==> config.mk <==
export PLATFORM = sky130hd
export DESIGN_NAME = fetch_addr_gen
export DESIGN_NICKNAME = d
export VERILOG_FILES = /design/src/rtl/fetch_addr_gen.sv
export SDC_FILE = /design/constraint.sdc
export NUM_CORES = 1
export LEC_CHECK = 0
export CORE_AREA = 2 2 87 89
export CTS_CLUSTER_DIAMETER = 50
export CTS_CLUSTER_SIZE = 28
export DETAILED_ROUTE_END_ITERATION = 8
export DIE_AREA = 0 0 89 91
export PLACE_DENSITY = 0.87
export SLEW_MARGIN = 10
export SYNTH_ARGS = -nofsm -noshare
export SYNTH_HDL_FRONTEND = slang
export SYNTH_SLANG_ARGS = --single-unit
==> constraint.sdc <==
create_clock -name clk -period 2.9 [get_ports clk]
set_input_delay 0.435 -clock clk [delete_from_list [all_inputs] [get_ports clk]]
set_output_delay 0.435 -clock clk [all_outputs]
set_load 0.005 [all_outputs]
==> src/rtl/fetch_addr_gen.sv <==
// Fetch address generator: issues sequential word-aligned PCs into the address FIFO,
// redirects on jump/JTAG reset with a FIFO flush, and throttles issue with in-flight credits.
module fetch_addr_gen #(
    parameter logic [31:0] RESET_PC     = 32'h0000_0000,
    parameter int unsigned MAX_INFLIGHT = 8,
    parameter int unsigned CNT_W        = 8
) (
    input  logic             clk,
    input  logic             rst_n,
    input  logic             jump_flag_i,
    input  logic [31:0]      jump_addr_i,
    input  logic             jtag_reset_flag_i,
    input  logic             addr_fifo_full,
    output logic [31:0]      addr_fifo_w,
    output logic             addr_fifo_wen,
    output logic             addr_fifo_rstn,
    input  logic             inst_pop_i,
    output logic [31:0]      pc_o,
    output logic [CNT_W-1:0] inflight_o
);

    localparam logic [CNT_W-1:0] MaxInflight = CNT_W'(MAX_INFLIGHT);

    typedef enum logic [0:0] {
        StFlush,
        StRun
    } state_e;

    state_e           state_q, state_d;
    logic [31:0]      pc_q, pc_d;
    logic [CNT_W-1:0] inflight_q, inflight_d;
    logic             rstn_q;
    logic             redirect;
    logic             wen;

    assign redirect = jump_flag_i | jtag_reset_flag_i;
    assign wen      = (state_q == StRun) & ~addr_fifo_full & (inflight_q < MaxInflight) &
                      ~redirect;

    always_comb begin
        state_d    = state_q;
        pc_d       = pc_q;
        inflight_d = inflight_q;

        case (state_q)
            StFlush: begin
                // Credits stay cleared and pops are ignored until the flush completes.
                inflight_d = '0;
                if (!redirect) begin
                    state_d = StRun;
                end
            end
            StRun: begin
                if (redirect) begin
                    state_d = StFlush;
                end else if (wen && !inst_pop_i) begin
                    inflight_d = inflight_q + 1'b1;
                end else if (inst_pop_i && !wen && (inflight_q != '0)) begin
                    inflight_d = inflight_q - 1'b1;
                end
            end
            default: state_d = StFlush;
        endcase

        // Outstanding fetches are discarded downstream on redirect, so their credits vanish.
        if (redirect) begin
            inflight_d = '0;
        end

        if (jtag_reset_flag_i) begin
            pc_d = RESET_PC;
        end else if (jump_flag_i) begin
            pc_d = jump_addr_i & 32'hFFFF_FFFC;
        end else if (wen) begin
            pc_d = pc_q + 32'd4;
        end
    end

    always_ff @(posedge clk or negedge rst_n) begin
        if (!rst_n) begin
            state_q    <= StFlush;
            pc_q       <= RESET_PC;
            inflight_q <= '0;
            rstn_q     <= 1'b0;
        end else begin
            state_q    <= state_d;
            pc_q       <= pc_d;
            inflight_q <= inflight_d;
            rstn_q     <= (state_d == StRun);
        end
    end

    assign addr_fifo_w    = pc_q;
    assign addr_fifo_wen  = wen;
    assign addr_fifo_rstn = rstn_q;
    assign pc_o           = pc_q;
    assign inflight_o     = inflight_q;

endmodule

==> flow_summary_export.csv <==
group,metric,value,unit
clock_tree,cts_tree,"built",
worst_setup_path,r2r_slack,0.22,ns
pwr,switching_share,26.6,%
route,vias,2668,
worst_setup_path,critPathTopFamily,"simple AND/OR/NAND/NOR gates",
route,ant_nets,0,
logic_synthesis,synthXorXnorAreaFrac,7.82,%
worst_hold_path,min_path_type,"input port to asynchronous set/reset pin",
cells_and_area,final_util,56.0,%
worst_setup_path,crit_buf_inv,1,
placed_design,place_congestion,0.900,
cells_and_area,postLayoutCellArea,4000,um^2
logic_synthesis,synth_compound_area_share,16.6,%
logic_synthesis,synth-edff-count,0,
pwr,share_comb_of_total_power,23.8,%
clock_tree,hold_buffers,0,
placed_design,portBuffers,105,
sta,fin_crit_sh,95.0,%
worst_setup_path,worstPathArrival,2.94,ns
worst_setup_path,crit_chain,"clkdlybuf4s50_1 > nor3_2 > nand2_1 > or3_4 > ha_4 > nor2b_1 > o31a_1 > o21a_1 > or4b_1 > o311ai_0",
grt,grt_pass1_wl,12400,um
clock_tree,cts-buffers-inserted,5,
sta,slew_violations,0,
placed_design,preCtsSetupSlack,-0.340,ns
route,vias_per_cell,5.13,
sta,whs,0.273,ns
worst_setup_path,r2r-start,"inflight_o[7]",
route,drt_iter0_drc,146,
floorplanning,die_w,89,um
pwr,p_int,0.000986,W
logic_synthesis,yosysTopAreaCellShare,34.9,%
worst_setup_path,r2r_cells,9,
clock_tree,htreeDepth,2,
logic_synthesis,synth_fa_ha_area_share,3.84,%
worst_setup_path,critPathLaunchType,"input port",
logic_synthesis,ys_seq_elements,39,
route,drc,0,
sta,clock_skew,0.00558,ns
grt,grt_remaining_overflow,0,
sta,fmax,0.363,GHz
clock_tree,cts_root_buffer,"clkbuf_8",
pwr,power.share.clock,30.2,%
logic_synthesis,yosysTopAreaCell,"dfrtp_1",
logic_synthesis,netlist_instances,328,
placed_design,placed_area,3890,um^2
cells_and_area,antennaDiodeCount,0,
pwr,power_density,336,nW/um^2
clock_tree,clk_pin_slew,0.07,ns
sta,worst_pin_slew,0.905,ns
floorplanning,rows,31,
grt,first_global_vias,2699,
sta,timing.final.ws_setup,0.145,ns
cells_and_area,syn_to_final_growth,42.9,%
cells_and_area,drive_gt1_share,10.7,%
worst_setup_path,cp_max_fo,6,
grt,grt_max_degree,40,
sta,setup_violations,0,
logic_synthesis,synth_ff_type,"dfrtp_1",
sta,hold_violations,0,
clock_tree,postCtsSetupBuffers,0,
worst_setup_path,critPathKind,"input port to flop",
sta,rsz0062_at_grt,"no",
worst_setup_path,cp_slowest_cell,"or4b_1",
floorplanning,start_util,39.2,%
pwr,seqPwrFrac,46.1,%
logic_synthesis,synthArstFlopShare,100,%
worst_setup_path,crit_required,3.08,ns
floorplanning,io_pins,112,
route,wirelength,7750,um
placed_design,dpl.hpwl,5800,um
logic_synthesis,synthMuxAreaShare,0,%
logic_synthesis,yosys.area_share.simple,23.6,%
grt,track_usage,19.2,%
floorplanning,die_area,8100,um^2
worst_setup_path,worst_r2r_endpoint,"inflight_o[6]",
grt,antenna_found_initial,0,
worst_setup_path,end_kind,"flop",
sta,slew_headroom,39.6,%
clock_tree,clock-sinks,39,
pwr,p_leak,1.58,nW
logic_synthesis,ys.warnings.count,0,
logic_synthesis,synth_area_per_cell,8.53,um^2
pwr,power.switching,0.000358,W
floorplanning,die_y,91,um
logic_synthesis,yosysMostFrequentCell,"dfrtp_1",
clock_tree,clock_latency,0.29,ns
route,wl_per_cell,14.9,um
logic_synthesis,synth_top_family_by_area,"simple AND/OR/NAND/NOR gates",
pwr,max-vdd-ir-drop,0.196,mV
logic_synthesis,yosysUniqueCellTypes,48,
status,outcome,"complete, no violations",
worst_setup_path,slowest_delay,0.47,ns
clock_tree,clockBufferDepth,2,
logic_synthesis,synthTopCellsByCount,"dfrtp_1 (39), buf_4 (34), nand2_1 (30)",
sta,post-route-min-period,2.76,ns
run,maxCapViolations,0,
logic_synthesis,yosysSeqAreaShare,34.9,%
cells_and_area,nNetsFinal,466,
logic_synthesis,netlist_area,2800,um^2
route,first_pass_iters,4,
floorplanning,core,7140,um^2
logic_synthesis,synth.area.top_cells,"dfrtp_1 (35%), buf_4 (9.1%), xnor2_1 (7.5%)",
## flip-flops by register name, indices dropped and copies added (netlist names)
| register | count |
|---|---|
| addr_fifo_w | 30 |
| inflight_o | 8 |
| addr_fifo_rstn | 1 |
## routing by layer
layer | up-vias | part of all wire [%] | track usage [%]
li1 | 1307 | - | -
met5 | - | 0 | 0
met3 | 9 | 6.7 | 4.45
met2 | 89 | 51 | 33.7
met1 | 1263 | 41 | 22.8
met4 | 0 | 1.1 | 5.85
## cell type report
cell class	instances	area, um^2
fillers	655	3140
multi-input cells	229	1510
repair buffers	130	1240
flip-flops and latches	39	976
well taps	99	124
clock buffers	8	100
inverters	15	56.3
## power groups by stage
stage / registers (W) / clock network (W) / logic (W)
floorplan: 0.000622 / 0 / 0.000154
global placement: 0.000627 / 0 / 0.000315
detailed placement: 0.000629 / 0 / 0.000321
CTS: 0.000618 / 0.000418 / 0.000323
global route: 0.000625 / 0.000444 / 0.000350
finish: 0.000619 / 0.000405 / 0.000319
## cell families (layout without fill, tap and decap cells)
group	count (synthesis)	after routing
compound gates	69	69
other cells	1	4
simple gates	123	123
xor+xnor	25	25
flops	39	39
fa+ha+maj	8	8
buf+inv	63	153
## worst max-delay path by stage
stage,slack (ns),end,start,depth (start not counted)
finish,0.14,inflight_o[6],addr_fifo_full,10
global route,0.05,inflight_o[6],addr_fifo_full,10
CTS,0.02,inflight_o[6],jump_flag_i,11
detailed placement,-0.34,inflight_o[6],jump_flag_i,11
global placement,-0.33,inflight_o[6],jump_flag_i,11
floorplan,0.005,inflight_o[6],jump_flag_i,11
## through the flow
| stage | TNS [ns] | power (W) | std cells |
|---|---|---|---|
| floorplan | 0 | 0.000775 | 331 |
| global placement | -0.698 | 0.000942 | 512 |
| detailed placement | -0.774 | 0.000950 | 512 |
| CTS | 0 | 0.00136 | 520 |
| global route | 0 | 0.00142 | 520 |
| finish | 0 | 0.00134 | 520 |
## layout by cell type (no fill, tap or decap), types with 5 or more instances in the layout
master	netlist	final
nor2_1	29	29
clkbuf_8	0	7
nor3_1	11	10
clkdlybuf4s50_1	0	102
or3_1	7	6
nand4_1	5	5
a21oi_1	16	16
buf_4	34	25
ha_1	7	5
a211oi_1	10	10
xnor2_1	24	24
inv_1	15	15
nor4_1	9	9
o21ai_0	14	14
o21bai_1	5	5
dfrtp_1	39	39
nand3_1	9	9
a311oi_1	5	5
nand2_1	30	30
## repair_timing
item	4_1_cts	5_1_grt
gates resized for setup	0	3
hold endpoints to repair	0	0
setup endpoints to repair	1	2
pin swaps	1	1
(Power assumes the default switching activity.)
